## src/rtl/ll_pkg.sv

```systemverilog
// ---------------------------------------------------------------------------
// ll_pkg -- shared definitions for the linked-list pointer manager.
//   LL_A_WIDTH : default pointer width (pointer space is 2**LL_A_WIDTH).
//   ll_ptr_t   : pointer type at the default width.
//   pf_state_e : prefetch register state (PF_EMPTY / PF_FULL).
// ---------------------------------------------------------------------------
package ll_pkg;

    localparam int LL_A_WIDTH = 8;

    typedef logic [LL_A_WIDTH-1:0] ll_ptr_t;

    typedef enum logic {
        PF_EMPTY = 1'b0,
        PF_FULL  = 1'b1
    } pf_state_e;

endpackage

```

## src/rtl/ll_ptr_bitmap.sv

```systemverilog
// ---------------------------------------------------------------------------
// ll_ptr_bitmap -- one in-use bit per pointer, used to catch double frees.
// Only built when LL_DOUBLE_FREE_CHECK_EN is defined.
//   clk_i, rst_i     : clock, synchronous active-high reset (clears all bits)
//   set_i, set_ptr_i : mark a pointer as allocated
//   clr_i, clr_ptr_i : mark a pointer as free
//   test_ptr_i       : pointer to look up
//   test_o           : current (registered) in-use bit of test_ptr_i
// ---------------------------------------------------------------------------
module ll_ptr_bitmap
    import ll_pkg::*;
#(
    parameter int A_WIDTH = LL_A_WIDTH
) (
    input  logic               clk_i,
    input  logic               rst_i,
    input  logic               set_i,
    input  logic [A_WIDTH-1:0] set_ptr_i,
    input  logic               clr_i,
    input  logic [A_WIDTH-1:0] clr_ptr_i,
    input  logic [A_WIDTH-1:0] test_ptr_i,
    output logic               test_o
);

    localparam int N_PTR = 2 ** A_WIDTH;

    logic [N_PTR-1:0] bits_q;
    logic [N_PTR-1:0] bits_d;

    // Clear is applied after set so a same-cycle set/clear of one pointer
    // leaves it free.
    always_comb begin
        bits_d = bits_q;
        if (set_i) begin
            bits_d[set_ptr_i] = 1'b1;
        end
        if (clr_i) begin
            bits_d[clr_ptr_i] = 1'b0;
        end
    end

    always_ff @(posedge clk_i) begin
        if (rst_i) begin
            bits_q <= '0;
        end else begin
            bits_q <= bits_d;
        end
    end

    assign test_o = bits_q[test_ptr_i];

endmodule

```

## src/rtl/ll_ptr_manager.sv

```systemverilog
// ---------------------------------------------------------------------------
// ll_ptr_manager -- hands out pointers from an external free-pointer store
// through a one-entry prefetch register and returns freed pointers to it.
//
// Optional feature: define LL_DOUBLE_FREE_CHECK_EN to add an in-use bitmap
// that rejects frees of pointers that are not currently allocated.
//
// Ports:
//   clk_i, rst_i              : clock, synchronous active-high reset
//   alloc_req_i               : allocation request, held until granted
//   alloc_gnt_o, alloc_ptr_o  : one-cycle grant and the granted pointer
//   free_val_i, free_ptr_i    : pointer release strobe and pointer
//   next_empty_ptr_i/_val_i   : head of the free-pointer store
//   next_empty_ptr_rd_ack_o   : pop of the store head
//   add_empty_ptr_o/_en_o     : push of a released pointer to the store
//   alloc_cnt_o               : number of pointers currently allocated
//   err_o                     : one-cycle pulse for an illegal free
//
// Prefetch FSM:
//   state    | meaning
//   PF_EMPTY | no pointer held; pop the store head as soon as it is valid
//   PF_FULL  | pf_ptr holds a pointer ready for a zero-latency grant
// ---------------------------------------------------------------------------
module ll_ptr_manager
    import ll_pkg::*;
#(
    parameter int A_WIDTH = LL_A_WIDTH
) (
    input  logic               clk_i,
    input  logic               rst_i,
    input  logic               alloc_req_i,
    output logic               alloc_gnt_o,
    output logic [A_WIDTH-1:0] alloc_ptr_o,
    input  logic               free_val_i,
    input  logic [A_WIDTH-1:0] free_ptr_i,
    input  logic [A_WIDTH-1:0] next_empty_ptr_i,
    input  logic               next_empty_ptr_val_i,
    output logic               next_empty_ptr_rd_ack_o,
    output logic [A_WIDTH-1:0] add_empty_ptr_o,
    output logic               add_empty_ptr_en_o,
    output logic [A_WIDTH:0]   alloc_cnt_o,
    output logic               err_o
);

    localparam int CW = A_WIDTH + 1;

    pf_state_e          state_q;
    pf_state_e          state_d;
    logic [A_WIDTH-1:0] pf_ptr_q;
    logic [A_WIDTH-1:0] pf_ptr_d;
    logic [CW-1:0]      cnt_q;
    logic [CW-1:0]      cnt_d;
    logic               add_en_q;
    logic               add_en_d;
    logic [A_WIDTH-1:0] add_ptr_q;
    logic [A_WIDTH-1:0] add_ptr_d;
    logic               err_q;
    logic               err_d;

    logic               gnt;
    logic               rd_ack;
    logic               free_legal;
    logic               free_ok;

    // ---------------------------------------------------------------- FSM
    always_comb begin
        state_d = state_q;
        gnt     = 1'b0;
        rd_ack  = 1'b0;
        if (!rst_i) begin
            gnt = (state_q == PF_FULL) && alloc_req_i;
            // A grant empties the register, so it may refill in the same
            // cycle; this is what sustains one grant per cycle.
            rd_ack = next_empty_ptr_val_i && ((state_q == PF_EMPTY) || gnt);
            if (rd_ack) begin
                state_d = PF_FULL;
            end else if (gnt) begin
                state_d = PF_EMPTY;
            end
        end
    end

    always_ff @(posedge clk_i) begin
        if (rst_i) begin
            state_q <= PF_EMPTY;
        end else begin
            state_q <= state_d;
        end
    end

    // ----------------------------------------------------- free legality
`ifdef LL_DOUBLE_FREE_CHECK_EN
    logic in_use;

    ll_ptr_bitmap #(
        .A_WIDTH (A_WIDTH)
    ) u_bitmap (
        .clk_i      (clk_i),
        .rst_i      (rst_i),
        .set_i      (gnt),
        .set_ptr_i  (pf_ptr_q),
        .clr_i      (free_ok),
        .clr_ptr_i  (free_ptr_i),
        .test_ptr_i (free_ptr_i),
        .test_o     (in_use)
    );

    assign free_legal = in_use;
`else
    assign free_legal = 1'b1;
`endif

    assign free_ok = free_val_i && (cnt_q != '0) && free_legal;

    // ---------------------------------------------------------- datapath
    always_comb begin
        pf_ptr_d  = pf_ptr_q;
        cnt_d     = cnt_q;
        add_en_d  = free_ok;
        add_ptr_d = add_ptr_q;
        err_d     = free_val_i && !free_ok;

        if (rd_ack) begin
            pf_ptr_d = next_empty_ptr_i;
        end
        if (free_ok) begin
            add_ptr_d = free_ptr_i;
        end

        unique case ({gnt, free_ok})
            2'b10:   cnt_d = cnt_q + CW'(1);
            2'b01:   cnt_d = cnt_q - CW'(1);
            default: cnt_d = cnt_q;
        endcase
    end

    always_ff @(posedge clk_i) begin
        if (rst_i) begin
            pf_ptr_q  <= '0;
            cnt_q     <= '0;
            add_en_q  <= 1'b0;
            add_ptr_q <= '0;
            err_q     <= 1'b0;
        end else begin
            pf_ptr_q  <= pf_ptr_d;
            cnt_q     <= cnt_d;
            add_en_q  <= add_en_d;
            add_ptr_q <= add_ptr_d;
            err_q     <= err_d;
        end
    end

    assign alloc_gnt_o             = gnt;
    assign alloc_ptr_o             = pf_ptr_q;
    assign next_empty_ptr_rd_ack_o = rd_ack;
    assign add_empty_ptr_o         = add_ptr_q;
    assign add_empty_ptr_en_o      = add_en_q;
    assign alloc_cnt_o             = cnt_q;
    assign err_o                   = err_q;

endmodule

```

## config.mk

```make
export PLATFORM = sky130hd
export DESIGN_NAME = ll_ptr_manager
export DESIGN_NICKNAME = d
export VERILOG_FILES = /design/src/rtl/ll_pkg.sv /design/src/rtl/ll_ptr_bitmap.sv /design/src/rtl/ll_ptr_manager.sv
export SDC_FILE = /design/constraint.sdc
export NUM_CORES = 1
export LEC_CHECK = 0
export BUFFER_PORTS_ARGS = -buffer_cell sky130_fd_sc_hd__buf_4
export CORE_ASPECT_RATIO = 1.75
export CORE_MARGIN = 3
export CORE_UTILIZATION = 40
export CTS_CLUSTER_DIAMETER = 120
export CTS_CLUSTER_SIZE = 20
export DETAILED_ROUTE_END_ITERATION = 10
export PLACE_DENSITY_LB_ADDON = 0.08
export SLEW_MARGIN = 20
export SYNTH_ARGS = -nofsm -noshare
export SYNTH_HDL_FRONTEND = slang
export SYNTH_HIERARCHICAL = 1
export SYNTH_SLANG_ARGS = --single-unit
```

## constraint.sdc

```tcl
create_clock -name clk_i -period 2.6 [get_ports clk_i]
set_clock_uncertainty 0.05 [all_clocks]
set_input_delay 0.13 -clock clk_i [delete_from_list [all_inputs] [get_ports clk_i]]
set_output_delay 0.13 -clock clk_i [all_outputs]
set_load 0.02 [all_outputs]
```

==> impl_metrics.tcl, run 1 <==
set metrics [dict create \
    status "completed" \
    start_util 0.4252 \
    layout_commonest_cell "buf_4" \
    fin_util 0.6416 \
    cp_slowest_cell "dfxtp_2" \
    clkLatencyLatePin_ns 0.28 \
    setup_ws_ns 0.09965 \
    start_kind "flip-flop" \
    cts_buffers 3 \
    antenna_found_initial 0 \
    cts_hold_buf 0 \
    avgRoutedWirePerCell_um 14.69 \
    endpoint_kind "flip-flop" \
    drv_slew 0 \
    worst_pin_slew_ns 0.3703 \
    antenna_left 0 \
    dp.cells 245 \
    boundaryPins 50 \
    synth_edf_count 0 \
    r2r_end "alloc_cnt_o[7]" \
    antenna_cells 0 \
    fin_crit_sh 0.9617 \
    chipHeight_um 83.67 \
    syn_nets 181 \
    mostFrequentLayoutCells "buf_4 (66), nor2_1 (28), dfxtp_1 (26)" \
    worstHoldEndpoint "alloc_ptr_o[3]" \
    finalWorstPathRequiredPeriod_ns 2.500 \
    grtUsageTotal 0.1795 \
    core.rowCount 27 \
    hold_class "in2reg" \
    cts-root-buf "clkbuf_8" \
    grt_pass1_vias 1307 \
    grt_max_degree 35 \
    hold_start "next_empty_ptr_i[3]" \
    yosysUniqueCellTypes 36 \
    port-buffer-count 49 \
    grt_pass1_wl_um 5996 \
    leakage_nw 0.9988 \
    fmax_mhz 399.9 \
    power_per_cell_area_mw_per_mm2 1427 \
    reg2reg_from "alloc_cnt_o[5]" \
    die_area_mm2 0.004215 \
    vias_per_cell 5.097 \
    vdd_drop_max_mv 1.063 \
    drc_errors 0 \
    area_growth_pct 50.91 \
    synth-main-ff-cell "dfxtp_1" \
    gr-total-overflow 0 \
    relSlewSlack 0.7497 \
    routed-via-count 1310 \
    async_flop_share 0 \
    htreeDepth 1 \
    drt-total-wl_um 3776 \
    hold_viol 0 \
    ys_ff_latch 28 \
    avgSynthCellArea_um2 9.131 \
    r2r_slack_ns 0.1 \
    finalSetupViolCount 0 \
    cts_tree "yes" \
    timing.critical_path.buf_inv 1 \
    finalNetCount 245 \
    drtPass1Iterations 4 \
    cp_max_fo 6 \
    dp_slack_ns -0.07877 \
    clock_path_buffers 2 \
    cpMostUsedCell "ha_4" \
    critPathTopFamily "compound AO/OA/AOI/OAI gates" \
    yosys_warnings 6 \
    required_ns 2.70 \
    hpwl_um 2818 \
    drive_gt1_frac 0.4252 \
    finalPower_mw 2.970 \
    netlist_instances 151 \
    gp_congestion 0.8800 \
    drt_iter0_drc 27 \
    rsz0062_at_grt "yes" \
    die_x_um 50.38 \
    netlist_area_mm2 0.001379 \
    critPathKind "reg2reg" \
    min_delay_path_depth 3 \
    rr_worst_depth 11 \
    clk_pin_slew_worst_paths_ns 0.10 \
    path_cells "nor4_2, nand3_1, and2_4, ha_4, buf_6, ha_4, and2_1, a22o_1, o221a_1, o21ai_1, o311ai_1" \
    clkSinkCount 28 \
    fin_cells 257 \
    cap_violations 0 \
    arrival_ns 2.60 \
    yosysSeqAreaShare 0.4065 \
    core_mm2 0.003243 \
    max_stage_delay_ns 0.34 \
]
==> sequential cells by signal, indices dropped and copies added, names as in the netlist <==
signal and flops:
state_q 1, alloc_cnt_o 9, alloc_ptr_o 8, add_empty_ptr_o 8
add_empty_ptr_en_o 1, err_o 1
==> report_power, final <==
group	leakage [nW]	internal, mW	switching, mW	total, mW
clock	0.0357	0.206	0.135	0.341
sequential	0.231	0.556	0.0801	0.636
combinational	0.732	0.991	1.00	1.99
==> worst register-to-register path, delay by kind of cell, from the launching register on <==
kind            cells  cell delay (ns)
compound gates      4             0.74
fa+ha+maj           2             0.44
buf+inv             1             0.14
flops               1             0.34
simple gates        4             0.68
==> what timing repair did <==
item	4_1_cts	5_1_grt
gates resized for setup	3	14
endpoints found under the hold margin	0	0
gates cloned	0	0
setup endpoints to repair	4	5
pin swaps	2	18
setup buffers	3	5
==> layer usage <==
layer  share of wire  vias up  global-route usage  wire [um]
met3           0.040        8             0.01610        151
met4           0.027        0             0.09069        103
met2            0.56       36              0.3179       2100
met1            0.38      608              0.2064       1421
met5               0        -                   0          0
li1                -      658                   -          -
==> stage by stage <==
step / setup TNS, ns / hold slack (ns) / cell area [um2]
after floorplan: 0 / 0.1974 / 1409
after global placement: 0 / 0.3035 / 1863
after detailed placement: -0.1216 / 0.3202 / 1863
after CTS: 0 / 0.03068 / 1973
after global routing: -0.08750 / 0.04037 / 2081
final: 0 / 0.03044 / 2081
==> logic make-up after synthesis <==
logic type      after synthesis  share of synthesized area
simple gates                 54                     0.1842
compound gates               28                     0.1416
flops                        28                     0.4065
mux                          17                     0.1234
buf+inv                      13                    0.04447
fa+ha+maj                     9                    0.08712
xor+xnor                      2                    0.01271
==> cell usage after synthesis, types with 2 or more instances <==
library cell,count,area (um2)
a211o_1,2,17.52
a211oi_1,2,15.01
a21o_1,2,15.01
a21oi_1,6,30.03
and2_1,3,18.77
buf_2,4,20.02
clkbuf_1,3,11.26
dfxtp_1,28,560.5
ha_1,8,100.1
inv_1,5,18.77
mux2i_1,17,170.2
nand2_1,5,18.77
nand3_1,2,10.01
nand3b_1,2,15.01
nor2_1,28,105.1
nor3_1,4,20.02
nor4_1,4,25.02
o21ai_0,4,20.02
o21ai_1,3,15.01
or3_1,2,12.51
xor2_1,2,17.52
==> area by class of cell <==
| class | count | area [um2] |
|---|---|---|
| Clock inverter | 1 | 30.03 |
| Sequential cell | 28 | 563.0 |
| Timing Repair Buffer | 67 | 506.7 |
| Multi-Input combinational cell | 110 | 867.1 |
| Clock buffer | 3 | 41.29 |
| Inverter | 5 | 18.77 |
| Tap cell | 43 | 53.80 |
| Fill cell | 289 | 1162 |
==> worst max-delay path by stage <==
stage / start / endpoint / cells after the start
global route: alloc_cnt_o[5] / alloc_cnt_o[8] / 11
detailed placement: alloc_cnt_o[2] / alloc_cnt_o[8] / 10
floorplan: alloc_cnt_o[2] / alloc_cnt_o[7] / 11
CTS: alloc_cnt_o[2] / alloc_cnt_o[8] / 10
finish: alloc_cnt_o[5] / alloc_cnt_o[7] / 11
global placement: alloc_cnt_o[2] / alloc_cnt_o[8] / 10
Power figures use the tool's default switching activity.
==> run 2, diff against run 1 <==
- BUFFER_PORTS_ARGS: -buffer_cell sky130_fd_sc_hd__buf_4 -> -buffer_cell sky130_fd_sc_hd__buf_2
==> impl_metrics.tcl, run 2 (synthesized netlist as in run 1, its figures left out) <==
set metrics [dict create \
    status "completed" \
    htreeDepth 1 \
    clock_path_buffers 2 \
    cts_tree "yes" \
    place_area_mm2 0.001725 \
    clkSinkCount 28 \
    cts_buffers 3 \
    clk_pin_slew_worst_paths_ns 0.09 \
    antenna_left 0 \
    antenna_found_initial 0 \
    timing.critical_path.buf_inv 0 \
    finalSetupViolCount 0 \
    final_area_mm2 0.001841 \
    gr-total-overflow 0 \
    critPathTopFamily "compound AO/OA/AOI/OAI gates" \
    die_x_um 50.38 \
    met3_length_um 138 \
    cap_violations 0 \
    drt-total-wl_um 3457 \
    fillers 335 \
    chipHeight_um 83.67 \
    required_ns 2.72 \
    leakage_nw 0.9311 \
    mostFrequentLayoutCells "buf_2 (49), nor2_1 (28), dfxtp_1 (26)" \
    hold_viol 0 \
    fmax_mhz 397.5 \
    core.rowCount 27 \
    met1_length_um 1374 \
    hold_class "in2reg" \
    min_delay_path_depth 3 \
    max_stage_delay_ns 0.41 \
    hpwl_um 2653 \
    drtPass1Iterations 4 \
    critPathKind "reg2reg" \
    fin_util 0.5675 \
    avgRoutedWirePerCell_um 13.94 \
    path_cells "nor4_2, nand3_1, and2_4, ha_4, fa_2, a211oi_4, o21bai_1, a21oi_2, nor4_1, a211o_1" \
    drt_iter0_drc 25 \
    cts_hold_buf 0 \
    finalWorstPathRequiredPeriod_ns 2.516 \
    cp_slowest_cell "fa_2" \
    top_layer_used "met4" \
    start_kind "flip-flop" \
    gp_congestion 0.9271 \
    finalNetCount 237 \
    rsz0062_at_grt "yes" \
    power_per_cell_area_mw_per_mm2 1378 \
    area_growth_pct 33.48 \
    setup_ws_ns 0.08413 \
    routed-via-count 1249 \
    start_util 0.4252 \
    grt_max_degree 35 \
    critical_path_depth 10 \
    relSlewSlack 0.7687 \
    arrival_ns 2.63 \
    die_area_mm2 0.004215 \
    core_mm2 0.003243 \
    met2_length_um 1849 \
    drv_slew 0 \
    grtUsageTotal 0.1609 \
    hold_slack_ns 0.03016 \
    tns_ns 0 \
    grt_pass1_vias 1181 \
    drc_errors 0 \
    fin_crit_sh 0.9676 \
    boundaryPins 50 \
    cts-root-buf "clkbuf_8" \
    worst_pin_slew_ns 0.3469 \
    vias_per_cell 5.036 \
    endpoint_kind "flip-flop" \
    rr_worst_depth 10 \
    antenna_cells 0 \
    drive_gt1_frac 0.3756 \
    clkLatencyLatePin_ns 0.27 \
    layout_commonest_cell "buf_2" \
    cp_max_fo 8 \
    port-buffer-count 49 \
    vdd_drop_max_mv 0.7140 \
    largest_reg_flops 9 \
    grt_pass1_wl_um 5313 \
    dp_slack_ns 0.01174 \
]
==> run 2: changes by cell type in the layout (fill, tap and decap cells not counted), moves of 2 or more <==
cell	change
buf_4	-57
ha_4	-2
ha_1	+3
o21ai_2	-2
buf_2	+49
==> run 2: area by class of cell <==
type                    count  area, um2  area share
multi-input cells         110      830.8      0.4514
well taps                  43      53.80     0.02923
flip-flops and latches     28      563.0      0.3059
repair buffers             59      332.8      0.1808
inverters                   5      18.77     0.01020
clock buffers               3      41.29     0.02243
==> run 2: where the power goes <==
| part | switching [mW] | internal (mW) |
|---|---|---|
| logic | 0.905 | 0.769 |
| registers | 0.0808 | 0.556 |
| clock network | 0.122 | 0.104 |
| total | 1.11 | 1.43 |
==> run 2: timing repair <==
item | CTS | global route
setup buffers | 0 | 2
pin swaps | 0 | 11
setup endpoints to repair | 2 | 4
gates resized for setup | 2 | 7
==> run 2: path summary, 6_finish.rpt <==
kind,slack (ns),endpoint,from
setup / recovery,0.08,alloc_cnt_o[6],alloc_cnt_o[5]
hold / removal,0.03,state_q,next_empty_ptr_val_i
setup reg to reg,0.08,alloc_cnt_o[6],alloc_cnt_o[5]
hold reg to reg,0.44,state_q,state_q
==> run 2: worst min-delay path, cell delays in order <==
cell and delay (ns):
buf_2 0.09, a21oi_1 0.03, nor2_1 0.06
==> run 2: metal layers <==
metal  global-route usage  up-vias
met4              0.08088        0
met3              0.01610        8
met2               0.3000       32
li1                     -      646
met5                    0        -
met1               0.1702      563
==> run 2: per-stage QoR <==
stage               cells  power, mW
floorplan             151      1.740
global placement      243      2.094
detailed placement    243      2.133
CTS                   246      2.384
global route          248      2.709
finish                248      2.537
==> run 3, diff against run 2 <==
- SETUP_SLACK_MARGIN: default -> 0.3
==> impl_metrics.tcl, run 3 (synthesized netlist as in run 1, its figures left out) <==
set metrics [dict create \
    drv_slew 0 \
    drt_iter0_drc 13 \
    finalPower_mw 3.626 \
    port-buffer-count 49 \
    fillers 311 \
    r2r_slack_ns 0.09 \
    cts_tree "yes" \
    drive_gt1_frac 0.4779 \
    cts_hold_buf 0 \
    clk_pin_slew_worst_paths_ns 0.10 \
    cts-root-buf "clkbuf_8" \
    reg2reg_from "alloc_cnt_o[2]" \
    mostFrequentLayoutCells "buf_2 (49), nor2_1 (28), dfxtp_1 (26)" \
    area_growth_pct 53.18 \
    grtUsageTotal 0.1817 \
    layout_commonest_cell "buf_2" \
    start_util 0.4252 \
    power_per_cell_area_mw_per_mm2 1717 \
    grt_pass1_vias 1467 \
    relSlewSlack 0.7668 \
    finalSetupViolCount 0 \
    routed-via-count 1377 \
    core.rowCount 27 \
    seqPwrFrac 0.177 \
    clkPwrFrac 0.075 \
    rsz0062_at_grt "yes" \
    p_comb_frac 0.748 \
    finalWorstPathRequiredPeriod_ns 2.509 \
    finalNetCount 257 \
    fin_crit_sh 0.9651 \
    drtPass1Iterations 4 \
    start_kind "flip-flop" \
    die_x_um 50.38 \
    worstHoldEndpoint "state_q" \
    clkSinkCount 28 \
    cap_violations 0 \
    drc_errors 0 \
    vias_per_cell 5.119 \
    gp_congestion 0.8392 \
    worst_pin_slew_ns 0.3498 \
    htreeDepth 1 \
    chipHeight_um 83.67 \
    dp_slack_ns -0.02335 \
    hold_class "in2reg" \
    endpoint_kind "flip-flop" \
    cp_max_fo 6 \
    p_int_mw 2.200 \
    leakage_nw 1.083 \
    antenna_found_initial 0 \
    final_area_mm2 0.002112 \
    grt_max_degree 35 \
    min_delay_path_depth 3 \
    die_area_mm2 0.004215 \
    hpwl_um 2424 \
    required_ns 2.71 \
    antenna_cells 0 \
    switching_share 0.3933 \
    r2r_end "alloc_cnt_o[7]" \
    switching_power_mw 1.426 \
    clock_path_buffers 2 \
    setup_ws_ns 0.09079 \
    grt_pass1_wl_um 6134 \
    rr_worst_depth 11 \
    avgRoutedWirePerCell_um 14.17 \
    largest_reg_flops 9 \
    hold_slack_ns 0.03181 \
    status "completed" \
    hold_start "next_empty_ptr_val_i" \
    boundaryPins 50 \
    drt-total-wl_um 3811 \
    clkLatencyLatePin_ns 0.27 \
    hold_viol 0 \
    gr-total-overflow 0 \
    antenna_left 0 \
    arrival_ns 2.62 \
    critPathKind "reg2reg" \
    vdd_drop_max_mv 1.215 \
    core_mm2 0.003243 \
    cts_buffers 3 \
    place_area_mm2 0.001738 \
    fmax_mhz 398.5 \
]
==> run 3: changes by cell type in the layout (fill, tap and decap cells not counted), sizes merged <==
cell and change:
buf +20, clkbuf +1
==> run 3: critical path: stages (launching register included) <==
cell,delay (ns)
dfxtp_4,0.37
nor4_4,0.25
nand3_1,0.12
and2_4,0.17
ha_4,0.19
buf_12,0.13
ha_4,0.25
and2_4,0.16
a22o_4,0.24
o221a_4,0.25
o21ai_2,0.12
o311ai_2,0.10
==> run 3: timing repair <==
item / 4_1_cts / 5_1_grt
pin swaps: 10 / 6
gates resized for setup: 8 / 22
setup buffers: 21 / 2
setup endpoints to repair: 6 / 7
==> run 3: layer usage <==
| layer | wire [um] | track usage | share of wire |
|---|---|---|---|
| met3 | 174 | 0.02504 | 0.046 |
| met5 | 0 | 0 | 0 |
| met1 | 1401 | 0.1899 | 0.37 |
| met2 | 2154 | 0.3405 | 0.57 |
| met4 | 80 | 0.08333 | 0.021 |
==> run 3: power by group through the flow <==
stage	logic (mW)	clock network (mW)	registers (mW)
6_report	2.71	0.270	0.643
5_1_grt	2.91	0.294	0.656
4_1_cts	2.19	0.274	0.641
3_5_place_dp	1.52	0	0.640
3_3_place_gp	1.49	0	0.633
2_1_floorplan	0.986	0	0.801
==> run 3: layout make-up <==
cell class              instances  area, um2  area share
flip-flops and latches         28      565.5      0.2678
inverters                       5      18.77    0.008886
well taps                      43      53.80     0.02547
clock buffers                   4      55.05     0.02607
repair buffers                 79      528.0      0.2500
multi-input cells             110      890.9      0.4218
==> run 3: worst max-delay path by stage <==
stage,start,endpoint,slack [ns],cells after the start
floorplan,alloc_cnt_o[2],alloc_cnt_o[6],0.07,11
global placement,alloc_cnt_o[2],alloc_cnt_o[6],0.05,10
detailed placement,alloc_cnt_o[2],alloc_cnt_o[6],-0.02,10
CTS,alloc_cnt_o[2],alloc_cnt_o[6],0.12,10
global route,alloc_cnt_o[2],alloc_cnt_o[7],-0.03,11
finish,alloc_cnt_o[2],alloc_cnt_o[7],0.09,11
==> run 3: metrics by stage <==
step	util	setup TNS, ns	instances
after CTS	0.6165	0	267
after global placement	0.5359	0	242
after detailed placement	0.5359	-0.02335	242
after floorplan	-	0	151
final	0.6512	0	269
after global routing	0.6512	-0.05796	269
